## config.mk

```make
export PLATFORM = sky130hd
export DESIGN_NAME = mac_out_drain
export DESIGN_NICKNAME = d
export VERILOG_FILES = /design/src/rtl/qracc_pkg.sv /design/src/rtl/vec_fifo.sv /design/src/rtl/mac_out_drain.sv
export SDC_FILE = /design/constraint.sdc
export NUM_CORES = 1
export LEC_CHECK = 0
export ABC_CLOCK_PERIOD_IN_PS = 13400
export CORE_MARGIN = 5
export CORE_UTILIZATION = 40
export DETAILED_ROUTE_END_ITERATION = 8
export HOLD_SLACK_MARGIN = 0.05
export PLACE_DENSITY_LB_ADDON = 0.25
export SYNTH_ARGS = -nofsm -noshare
export SYNTH_HDL_FRONTEND = slang
export SYNTH_HIERARCHICAL = 1
export SYNTH_SLANG_ARGS = --single-unit
```

## constraint.sdc

```tcl
create_clock -name clk -period 13.4 [get_ports clk]
set_input_delay 2.68 -clock clk [delete_from_list [all_inputs] [get_ports clk]]
set_output_delay 2.68 -clock clk [all_outputs]
set_load 0.02 [all_outputs]
```

## src/rtl/qracc_pkg.sv

```systemverilog
// ============================================================================
// Module      : qracc_pkg
// Description : Shared types and helpers for the MAC output drain path:
//               drain FSM state encoding and beat/index sizing functions.
// Revision    : 1.0 - initial release
// ============================================================================
`default_nettype none

package qracc_pkg;

  // Drain FSM: IDLE presents nothing, SEND presents the head vector beat by beat
  typedef enum logic [0:0] {
    ST_IDLE = 1'b0,
    ST_SEND = 1'b1
  } drain_state_t;

  // Number of bus beats needed to carry one packed result vector
  function automatic int unsigned beat_count(input int unsigned elems,
                                             input int unsigned bits,
                                             input int unsigned bus_w);
    return (elems * bits) / bus_w;
  endfunction

  // Index width for a counter over n positions, never narrower than one bit
  function automatic int unsigned idx_width(input int unsigned n);
    return (n > 1) ? $clog2(n) : 1;
  endfunction

endpackage

`default_nettype wire

```

## src/rtl/vec_fifo.sv

```systemverilog
// ============================================================================
// Module      : vec_fifo
// Description : Whole-vector FIFO with wrap-around pointers and an occupancy
//               count. Storage is not reset; only pointers and count are.
// Revision    : 1.0 - initial release
// ============================================================================
`default_nettype none

module vec_fifo
  import qracc_pkg::*;
#(
  parameter int unsigned WIDTH = 256,
  parameter int unsigned DEPTH = 2,
  parameter int unsigned CW    = $clog2(DEPTH + 1)
) (
  input  logic             clk,
  input  logic             nrst,
  input  logic             i_push,
  input  logic [WIDTH-1:0] i_din,
  input  logic             i_pop,
  output logic [WIDTH-1:0] o_dout,
  output logic             o_full,
  output logic             o_empty,
  output logic [CW-1:0]    o_count
);

  localparam int unsigned    c_PW       = idx_width(DEPTH);
  localparam logic [c_PW-1:0] c_LAST_PTR = c_PW'(DEPTH - 1);

  logic [WIDTH-1:0] r_mem [DEPTH];
  logic [c_PW-1:0]  r_wr_ptr;
  logic [c_PW-1:0]  r_rd_ptr;
  logic [CW-1:0]    r_count;

  // Vector storage write; a push into a slot being popped this cycle is safe
  // because the head is read combinationally before the edge
  always_ff @(posedge clk) begin
    if (i_push) r_mem[r_wr_ptr] <= i_din;
  end

  // Pointers wrap modulo DEPTH; count tracks net occupancy
  always_ff @(posedge clk or negedge nrst) begin
    if (!nrst) begin
      r_wr_ptr <= '0;
      r_rd_ptr <= '0;
      r_count  <= '0;
    end else begin
      if (i_push) r_wr_ptr <= (r_wr_ptr == c_LAST_PTR) ? '0 : r_wr_ptr + 1'b1;
      if (i_pop)  r_rd_ptr <= (r_rd_ptr == c_LAST_PTR) ? '0 : r_rd_ptr + 1'b1;
      case ({i_push, i_pop})
        2'b10:   r_count <= r_count + 1'b1;
        2'b01:   r_count <= r_count - 1'b1;
        default: r_count <= r_count;
      endcase
    end
  end

  assign o_dout  = r_mem[r_rd_ptr];
  assign o_count = r_count;
  assign o_empty = (r_count == '0);
  assign o_full  = (r_count == CW'(DEPTH));

endmodule

`default_nettype wire

```

## src/rtl/mac_out_drain.sv

```systemverilog
// ============================================================================
// Module      : mac_out_drain
// Description : Buffers MAC result vectors and drains them as bus-width beats
//               over a valid/ready interface, with a sticky overflow flag for
//               vectors arriving while the buffer is full.
//               Optional build macro QRACC_OUT_RELU_EN: lanes with the sign
//               bit set are zeroed as they are written into the FIFO.
// Revision    : 1.0 - initial release
// ============================================================================
`default_nettype none

module mac_out_drain
  import qracc_pkg::*;
#(
  parameter int unsigned outputElements = 32,
  parameter int unsigned outputBits     = 8,
  parameter int unsigned busWidth       = 32,
  parameter int unsigned fifoDepth      = 2
) (
  input  logic                                     clk,
  input  logic                                     nrst,
  input  logic                                     mac_valid_i,
  input  logic [outputElements-1:0][outputBits-1:0] mac_data_i,
  output logic                                     space_o,
  output logic                                     overflow_o,
  input  logic                                     clear_i,
  output logic [busWidth-1:0]                      data_o,
  output logic                                     valid_o,
  input  logic                                     ready_i,
  output logic                                     last_o
);

  localparam int unsigned     c_BEATS = beat_count(outputElements, outputBits, busWidth);
  localparam int unsigned     c_VEC_W = outputElements * outputBits;
  localparam int unsigned     c_BW    = idx_width(c_BEATS);
  localparam int unsigned     c_CW    = $clog2(fifoDepth + 1);
  localparam logic [c_BW-1:0] c_LAST  = c_BW'(c_BEATS - 1);

  drain_state_t r_state, w_state_next;
  logic [c_BW-1:0] r_beat;
  logic            r_ovf;

  logic [outputElements-1:0][outputBits-1:0] w_lanes_in;
  logic [c_VEC_W-1:0]                        w_head;
  logic [c_BEATS-1:0][busWidth-1:0]          w_beats;
  logic [c_CW-1:0]                           w_count;
  logic w_full, w_empty, w_push, w_pop, w_drop, w_hs, w_last, w_valid;

  // Per-lane write-side conditioning
  for (genvar gi = 0; gi < outputElements; gi++) begin : g_lane
`ifdef QRACC_OUT_RELU_EN
    assign w_lanes_in[gi] = mac_data_i[gi][outputBits-1] ? '0 : mac_data_i[gi];
`else
    assign w_lanes_in[gi] = mac_data_i[gi];
`endif
  end

  // A last-beat pop frees a slot in the same cycle, so a push into a full
  // FIFO is still accepted then
  assign w_hs   = w_valid && ready_i;
  assign w_last = (r_beat == c_LAST);
  assign w_pop  = w_hs && w_last;
  assign w_push = mac_valid_i && (!w_full || w_pop);
  assign w_drop = mac_valid_i && w_full && !w_pop;

  vec_fifo #(
    .WIDTH (c_VEC_W),
    .DEPTH (fifoDepth),
    .CW    (c_CW)
  ) u_fifo (
    .clk     (clk),
    .nrst    (nrst),
    .i_push  (w_push),
    .i_din   (w_lanes_in),
    .i_pop   (w_pop),
    .o_dout  (w_head),
    .o_full  (w_full),
    .o_empty (w_empty),
    .o_count (w_count)
  );

  assign w_beats = w_head;

  // Drain FSM state register
  always_ff @(posedge clk or negedge nrst) begin
    if (!nrst) r_state <= ST_IDLE;
    else       r_state <= w_state_next;
  end

  // Next-state and beat outputs; an arriving push starts SEND directly so the
  // first beat appears one cycle after mac_valid_i
  always_comb begin
    w_state_next = r_state;
    w_valid      = 1'b0;
    case (r_state)
      ST_IDLE: begin
        if (w_push || !w_empty) w_state_next = ST_SEND;
      end
      ST_SEND: begin
        w_valid = 1'b1;
        if (w_pop && !w_push && (w_count == c_CW'(1))) w_state_next = ST_IDLE;
      end
      default: w_state_next = ST_IDLE;
    endcase
  end

  // Beat counter advances only on handshake and wraps after the last beat
  always_ff @(posedge clk or negedge nrst) begin
    if (!nrst)     r_beat <= '0;
    else if (w_hs) r_beat <= w_last ? '0 : r_beat + 1'b1;
  end

  // Sticky overflow; a drop in the same cycle as clear wins
  always_ff @(posedge clk or negedge nrst) begin
    if (!nrst)        r_ovf <= 1'b0;
    else if (w_drop)  r_ovf <= 1'b1;
    else if (clear_i) r_ovf <= 1'b0;
  end

  assign valid_o    = w_valid;
  assign last_o     = w_valid && w_last;
  assign data_o     = w_valid ? w_beats[r_beat] : '0;
  assign overflow_o = r_ovf;
  assign space_o    = (w_count < c_CW'(fifoDepth));

endmodule

`default_nettype wire

```

==> impl_metrics.ini, run 1 <==
[logic_synthesis]
syn_area_um2 = 22300
synth_edf_count = 512
synthCells = 1061
ys_warn_count = 6
ys_top_cells_by_count = edfxtp_1 (512), mux2_4 (230), mux2_2 (60)
synth_seq_area_share_pct = 69.9
async_reset_ff_share_pct = 1.73
synth_top_area_share_pct = 68.9
ys_types = 31
yosysMostFrequentCell = edfxtp_1
postSynthRegisterBits = 521
post_synth.cell_area_avg_um2 = 21.0
ys_top_cells_by_area = edfxtp_1 (69%), mux2_4 (15%), mux2_2 (3.0%)
yosys.area.top_type = edfxtp_1
synth_top_flop_cell = edfxtp_1
syn-num-nets = 1325

[pwr]
ir_drop_uv = 181
p_leak_nw = 9.86
cellPowerDensity_nw_per_um2 = 224

[floorplanning]
rows = 86
initial_utilization_pct = 40.4
die_w_um = 246
die_area_um2 = 60600
core_area_um2 = 55200
io_pins = 297
die_height_um = 246

[grt]
grt_use_total_pct = 15.5
antenna_found_initial = 14
grt_pass1_vias = 11500
grt_max_degree = 176
grt_pass1_wl_um = 71200
grt_overflow = 0

[timing]
setup_violations = 0
slew_viol_final = 0
finClkSkew_ns = 0.0190
max_freq_mhz = 149
slew-limit-headroom_pct = 2.60
rsz0062_at_grt = no
worst_pin_slew_ns = 1.46
finalHoldViolCount = 0
period_minus_slack_ns = 6.70
period_share_pct = 50.0
tns_ns = 0

[route]
detail-route-antenna-nets = 0
routed_wl_um = 48100
wire_per_inst_um = 22.2
dr.first_iter.drc_count = 584
viasPerCell = 4.86
route.detailed.drc = 0
dr.pass1.iters = 5
via_count = 10500

[finish]
fin_util_pct = 49.9
drive_gt1_share_pct = 31.8
final_area_um2 = 27500
nets = 1631
nFillCells = 4496
area_growth_pct = 23.4

[clock_tree]
cts_buffer_depth = 3
cts_root_buf = clkbuf_16
holdBufCountCts = 0
numCtsBuffers = 55
path_clk_slew_ns = 0.06
post_cts_resized = 0
post_cts_buffers = 0
h-tree-depth = 2
insertion_delay_ns = 0.60
cts_tree = yes
clock_sinks = 521

[worst_setup_path]
required_ns = 10.72
rr_endpoint = u_fifo/r_mem[1][97]
worstSetupEndpointType = output port
crit_path_max_incr_delay_ns = 0.91
timing.rr.start = r_beat[0]
cp_slowest_cell = dfrtp_4
worstSetupStartpoint = u_fifo/r_rd_ptr
crit_type = reg -> out
arrival_ns = 4.02
crit_path_cell_trace = buf_12 > mux2_2 > mux4_2 > inv_1 > a221oi_2 > clkdlybuf4s50_1
r2r_slack_ns = 8.22
worst-path-max-fanout = 110
rr_worst_depth = 8
cp-start-kind = register

[min_path]
hold_start = overflow_o
hold_end = overflow_o
hold_depth = 2
hp-class = reg -> reg

[placement]
hpwl_um = 29300
numPortBuffers = 296
gp_congestion = 0.726
placed_area_um2 = 25800

[status]
status = completed

[flow_run]
maxCapViolCount = 0
area by class of cell:
cell class / count / area [um^2] / share of cell area [%]
sequential: 521 / 15600 / 56.7
antenna: 8 / 20.0 / 0.0727
multi-input combinational: 446 / 6020 / 21.9
tap: 748 / 936 / 3.40
clock buffer: 66 / 1450 / 5.26
timing repair buffer: 307 / 3080 / 11.2
inverter: 36 / 135 / 0.491
clock inverter: 37 / 275 / 1.00
worst max-delay path: cells and delay by family, from the launching register on:
kind,cells,cell delay [ns]
AO/OA/AOI/OAI,1,0.08
buffers and inverters,3,1.28
flip-flops,1,0.91
multiplexers,2,0.92
per-layer routing:
layer / share of wire (%) / track usage, % / vias to the layer above
met2: 50 / 26.2 / 248
met4: 2.1 / 4.30 / 14
met1: 41 / 19.7 / 5329
met5: 0.19 / 0 / -
met3: 7.0 / 4.46 / 79
li1: - / - / 4874
logic make-up (layout without fill, tap and decap cells):
family | after synthesis | in the layout | share of synthesized area [%]
AO/OA/AOI/OAI | 68 | 68 | 2.93
multiplexers | 354 | 354 | 23.2
buffers and inverters | 94 | 446 | 3.16
other | 0 | 8 | 0
AND/OR/NAND/NOR | 16 | 16 | 0.376
flip-flops | 521 | 521 | 69.9
XOR/XNOR | 5 | 5 | 0.196
adder cells (fa/ha/maj) | 3 | 3 | 0.168
power breakdown:
| group | switching (mW) | internal [mW] |
|---|---|---|
| Combinational | 1.10 | 1.21 |
| Clock | 0.614 | 0.828 |
| Sequential | 0.176 | 2.24 |
through the flow:
step | hold slack, ns | std cells | setup WS, ns | power, mW
after floorplan | 0.474 | 1061 | 3.00 | 4.24
after global placement | 0.518 | 2058 | 6.66 | 4.79
after detailed placement | 0.530 | 2058 | 6.61 | 4.81
after CTS | 0.541 | 2161 | 6.52 | 6.28
after global routing | 0.570 | 2163 | 6.50 | 6.48
final | 0.535 | 2169 | 6.70 | 6.17
flip-flops by register name (all words and copies together), names as in the netlist:
name             flops
overflow_o           1
r_beat               3
r_state              1
u_fifo/o_count       2
u_fifo/r_mem       512
u_fifo/r_rd_ptr      1
u_fifo/r_wr_ptr      1
cell usage in the layout (no fill, tap or decap), types with 2 or more instances in the layout:
cell	netlist	final
clkbuf_16	0	56
nand3_1	2	2
mux2i_1	32	32
xnor2_1	2	2
a221oi_2	30	30
clkinv_1	0	12
buf_12	4	3
mux4_1	4	4
mux2_4	230	230
dfrtp_2	0	2
nor2_1	4	3
o21ai_0	33	33
a221oi_1	2	2
bufinv_16	0	3
clkdlybuf4s50_1	0	296
mux2_2	60	60
dfrtp_4	0	3
nor2_4	0	2
ha_1	3	3
dfrtp_1	9	4
mux4_2	28	28
buf_4	6	8
diode_2	0	8
edfxtp_1	512	512
nand2_1	2	2
nor2b_1	2	2
clkinv_2	0	15
xor2_1	3	3
inv_1	36	36
clkbuf_1	10	9
clkinvlp_4	0	3
inv_6	0	2
worst max path at each step:
stage | end | slack (ns) | cells after the start
finish | data_o[26] | 6.70 | 6
global route | data_o[21] | 6.50 | 5
CTS | data_o[21] | 6.52 | 5
detailed placement | u_fifo/r_mem[1][0] | 6.61 | 6
global placement | u_fifo/r_mem[1][0] | 6.66 | 6
floorplan | u_fifo/r_mem[0][0] | 3.00 | 4
(Power assumes the default switching activity.)
==> inputs of run 2 (changes only) <==
ABC_CLOCK_PERIOD_IN_PS = 6900   (was 13400)
clock period = 6.9 ns   (was 13.4 ns; I/O delays follow)
==> impl_metrics.ini, run 2 (synthesized netlist as in run 1, its figures left out) <==
[status]
status = completed

[clock_tree]
cts_buffer_depth = 3
path_clk_slew_ns = 0.06
post_cts_buffers = 0
insertion_delay_ns = 0.60
holdBufCountCts = 0
cts_tree = yes
numCtsBuffers = 55
post_cts_resized = 0
h-tree-depth = 2
clock_sinks = 521
cts_root_buf = clkbuf_16

[worst_setup_path]
timing.rr.start = r_beat[1]
cp-start-kind = register
rr_endpoint = u_fifo/r_mem[1][109]
worst-path-max-fanout = 37
crit_type = reg -> out
critPathCapture = data_o[26]
worstSetupEndpointType = output port
arrival_ns = 3.79
required_ns = 5.52
worstSetupStartpoint = r_beat[0]
crit_path_cell_trace = nand2b_2 > o21ai_0 > a221oi_2 > clkdlybuf4s50_1
rr_worst_depth = 6
cp_slowest_cell = dfrtp_4
r2r_slack_ns = 2.82
crit_path_max_incr_delay_ns = 1.03

[route]
wire_per_inst_um = 22.1
dr.first_iter.drc_count = 605
dr.pass1.iters = 5
route.detailed.drc = 0
via_count = 10600
viasPerCell = 4.87
detail-route-antenna-nets = 0
routed_wl_um = 48000

[floorplanning]
die_height_um = 246
core_area_um2 = 55200
die_w_um = 246
io_pins = 297
initial_utilization_pct = 40.4
rows = 86
die_area_um2 = 60600

[grt]
grt_pass1_wl_um = 71000
grt_use_total_pct = 15.5
grt_max_degree = 116
grt_pass1_vias = 11400
grt_overflow = 0
antenna_found_initial = 14

[finish]
drive_gt1_share_pct = 31.4
nets = 1637
area_growth_pct = 23.5
regMostFlops = u_fifo/r_mem
layout_commonest_cell = edfxtp_1
final_cell_mix = edfxtp_1 (512), clkdlybuf4s50_1 (296), mux2_4 (230), mux2_2 (60), clkbuf_16 (55)
largest_reg_flops = 512

[timing]
slew-limit-headroom_pct = 33.8
slew_viol_final = 0
worst_pin_slew_ns = 0.992
finalHoldViolCount = 0
max_freq_mhz = 193
setup_violations = 0
period_share_pct = 74.9
tns_ns = 0
period_minus_slack_ns = 5.17
hold-worst-slack_ns = 0.523
rsz0062_at_grt = no
finClkSkew_ns = 0.0186

[pwr]
ir_drop_uv = 260
p_leak_nw = 9.85
cellPowerDensity_nw_per_um2 = 432

[placement]
hpwl_um = 29800
numPortBuffers = 296
gp_congestion = 0.731

[flow_run]
maxCapViolCount = 0

[min_path]
hp-class = reg -> reg
==> run 2: stage by stage <==
step	cells	total power, mW	setup slack (ns)	utilization [%]	area, um^2
after floorplan	1061	8.13	0.680	-	22300
after global placement	2064	9.30	2.28	46.9	25900
after detailed placement	2064	9.35	2.28	46.9	25900
after CTS	2167	12.1	1.62	49.9	27500
after global routing	2168	12.5	1.46	49.9	27500
final	2170	11.9	1.73	49.9	27600
==> run 2: area by class of cell <==
type                       instances  area (um^2)
fill                            4602        27700
sequential                       521        15600
multi-input combinational        446         6020
timing repair buffer             313         3180
clock buffer                      83         1520
tap                              748          936
clock inverter                    20          135
inverter                          36          135
antenna                            3         7.51
==> run 2: metal layers <==
layer  wire (um)  global-route usage (%)  share of wire (%)
met1       19700                    19.7                 41
met2       24200                    26.6                 51
met3        2960                    3.99                6.2
met4         945                    4.28                2.0
met5         138                       0               0.29
==> run 2: worst max-delay path: cells and delay by family (launching register included) <==
family          cells  cell delay, ns
flops               1            1.03
simple gates        1            0.92
buf+inv             1            0.68
compound gates      2            0.54
==> run 2: worst min-delay path by stage <==
stage,from,to,slack [ns],cells after the start
finish,overflow_o,overflow_o,0.52,2
global route,u_fifo/r_wr_ptr,u_fifo/r_wr_ptr,0.57,1
CTS,overflow_o,overflow_o,0.53,2
detailed placement,overflow_o,overflow_o,0.52,2
global placement,overflow_o,overflow_o,0.52,2
floorplan,u_fifo/o_count[1],u_fifo/o_count[1],0.50,1
==> run 2: report_power, final <==
part | total (mW) | internal, mW | switching, mW
clock | 2.73 | 1.56 | 1.17
sequential | 4.78 | 4.33 | 0.448
combinational | 4.39 | 2.36 | 2.04
total | 11.9 | 8.24 | 3.66
==> inputs of run 3 (changes only) <==
ABC_CLOCK_PERIOD_IN_PS = 4200   (was 6900)
clock period = 4.2 ns   (was 6.9 ns; I/O delays follow)
==> impl_metrics.ini, run 3 (synthesized netlist as in run 1, its figures left out) <==
[status]
status = completed

[finish]
drive_gt1_share_pct = 33.8
fin_util_pct = 50.9
final_cell_mix = edfxtp_1 (512), clkdlybuf4s50_1 (296), mux2_4 (230), mux2_2 (60), clkbuf_16 (57)
largest_reg_flops = 512
layout_commonest_cell = edfxtp_1
regMostFlops = u_fifo/r_mem
area_growth_pct = 26.0
final_area_um2 = 28100
nets = 1673

[min_path]
hp-class = reg -> reg
hold_depth = 1

[clock_tree]
numCtsBuffers = 56
holdBufCountCts = 0
post_cts_buffers = 0
cts_tree = yes
cts_buffer_depth = 3
post_cts_resized = 0
h-tree-depth = 2
cts_root_buf = clkbuf_16
clock_sinks = 521
path_clk_slew_ns = 0.06
insertion_delay_ns = 0.60

[worst_setup_path]
worst-path-max-fanout = 20
worstSetupStartpoint = u_fifo/r_rd_ptr
timing.rr.start = r_beat[0]
required_ns = 3.36
crit_type = reg -> out
rr_endpoint = u_fifo/r_mem[1][86]
cp-start-kind = register
worstSetupEndpointType = output port
critPathCapture = data_o[11]
rr_worst_depth = 7
arrival_ns = 3.17
r2r_slack_ns = 1.14

[pwr]
p_leak_nw = 10.2
ir_drop_uv = 545
cellPowerDensity_nw_per_um2 = 721

[grt]
grt_overflow = 0
antenna_found_initial = 12
grt_max_degree = 91
grt_pass1_vias = 11800
grt_pass1_wl_um = 72700
grt_use_total_pct = 15.9

[floorplanning]
core_area_um2 = 55200
initial_utilization_pct = 40.4
die_height_um = 246
rows = 86
die_area_um2 = 60600
die_w_um = 246
io_pins = 297

[timing]
hold-worst-slack_ns = 0.535
period_share_pct = 95.6
max_freq_mhz = 249
slew_viol_final = 0
finClkSkew_ns = 0.0138
setup_violations = 0
period_minus_slack_ns = 4.01
finalHoldViolCount = 0
slew-limit-headroom_pct = 55.7
rsz0062_at_grt = no
worst_pin_slew_ns = 0.665

[placement]
hpwl_um = 32500
placed_area_um2 = 26200
numPortBuffers = 296
gp_congestion = 0.735

[route]
detail-route-antenna-nets = 0
routed_wl_um = 49000
dr.pass1.iters = 4
viasPerCell = 4.88
route.detailed.drc = 0
dr.first_iter.drc_count = 519
via_count = 10800
wire_per_inst_um = 22.2

[flow_run]
maxCapViolCount = 0
[run 3: changes by cell type in the layout (fill, tap and decap cells not counted), moves of 2 or more]
cell	previous run	this run
buf_4	10	37
clkinv_2	5	9
buf_12	7	15
diode_2	3	7
clkbuf_16	55	57
bufinv_16	1	6
clkbuf_1	24	14
[run 3: critical path, cell delays in order, from the launching register on]
cell	delay, ns
dfrtp_4	0.56
buf_12	0.24
buf_4	0.24
mux2_2	0.36
mux4_2	0.47
inv_1	0.08
a221oi_2	0.06
clkdlybuf4s50_1	0.57
[run 3: through the flow]
step	instances	setup WS [ns]	TNS (ns)	power, mW
after floorplan	1061	-1.16	-431.63	13.4
after global placement	2094	0.714	0	15.5
after detailed placement	2094	0.673	0	15.6
after CTS	2195	0.00319	0	20.6
after global routing	2201	0.0163	0	21.3
final	2207	0.185	0	20.3
[run 3: layout make-up]
type	instances	area (um^2)
multi-input cells	446	6040
inverters	36	135
fillers	4464	27100
flip-flops and latches	521	15600
well taps	748	936
repair buffers	348	3540
diodes	7	17.5
clock buffers	75	1530
clock inverters	26	280
[run 3: worst min path at each step]
stage	start	endpoint	slack, ns
finish	u_fifo/o_count[1]	u_fifo/o_count[1]	0.54
global placement	overflow_o	overflow_o	0.52
CTS	overflow_o	overflow_o	0.54
global route	overflow_o	overflow_o	0.55
floorplan	u_fifo/o_count[1]	u_fifo/o_count[1]	0.50
detailed placement	u_fifo/o_count[1]	u_fifo/o_count[1]	0.53
[run 3: report_power, final]
part / switching, mW / leakage (nW) / internal, mW
logic: 3.72 / 4.41 / 4.14
clock network: 1.94 / 0.889 / 2.91
registers: 0.437 / 4.86 / 7.12
total: 6.10 / 10.2 / 14.2
[run 3: metal layers]
metal / vias to the layer above / global-route usage (%) / part of all wire [%]
met1: 5480 / 20.4 / 42
li1: 4944 / - / -
met4: 14 / 4.00 / 2.0
met3: 86 / 4.99 / 6.5
met2: 257 / 26.6 / 49
met5: - / 0 / 0.21
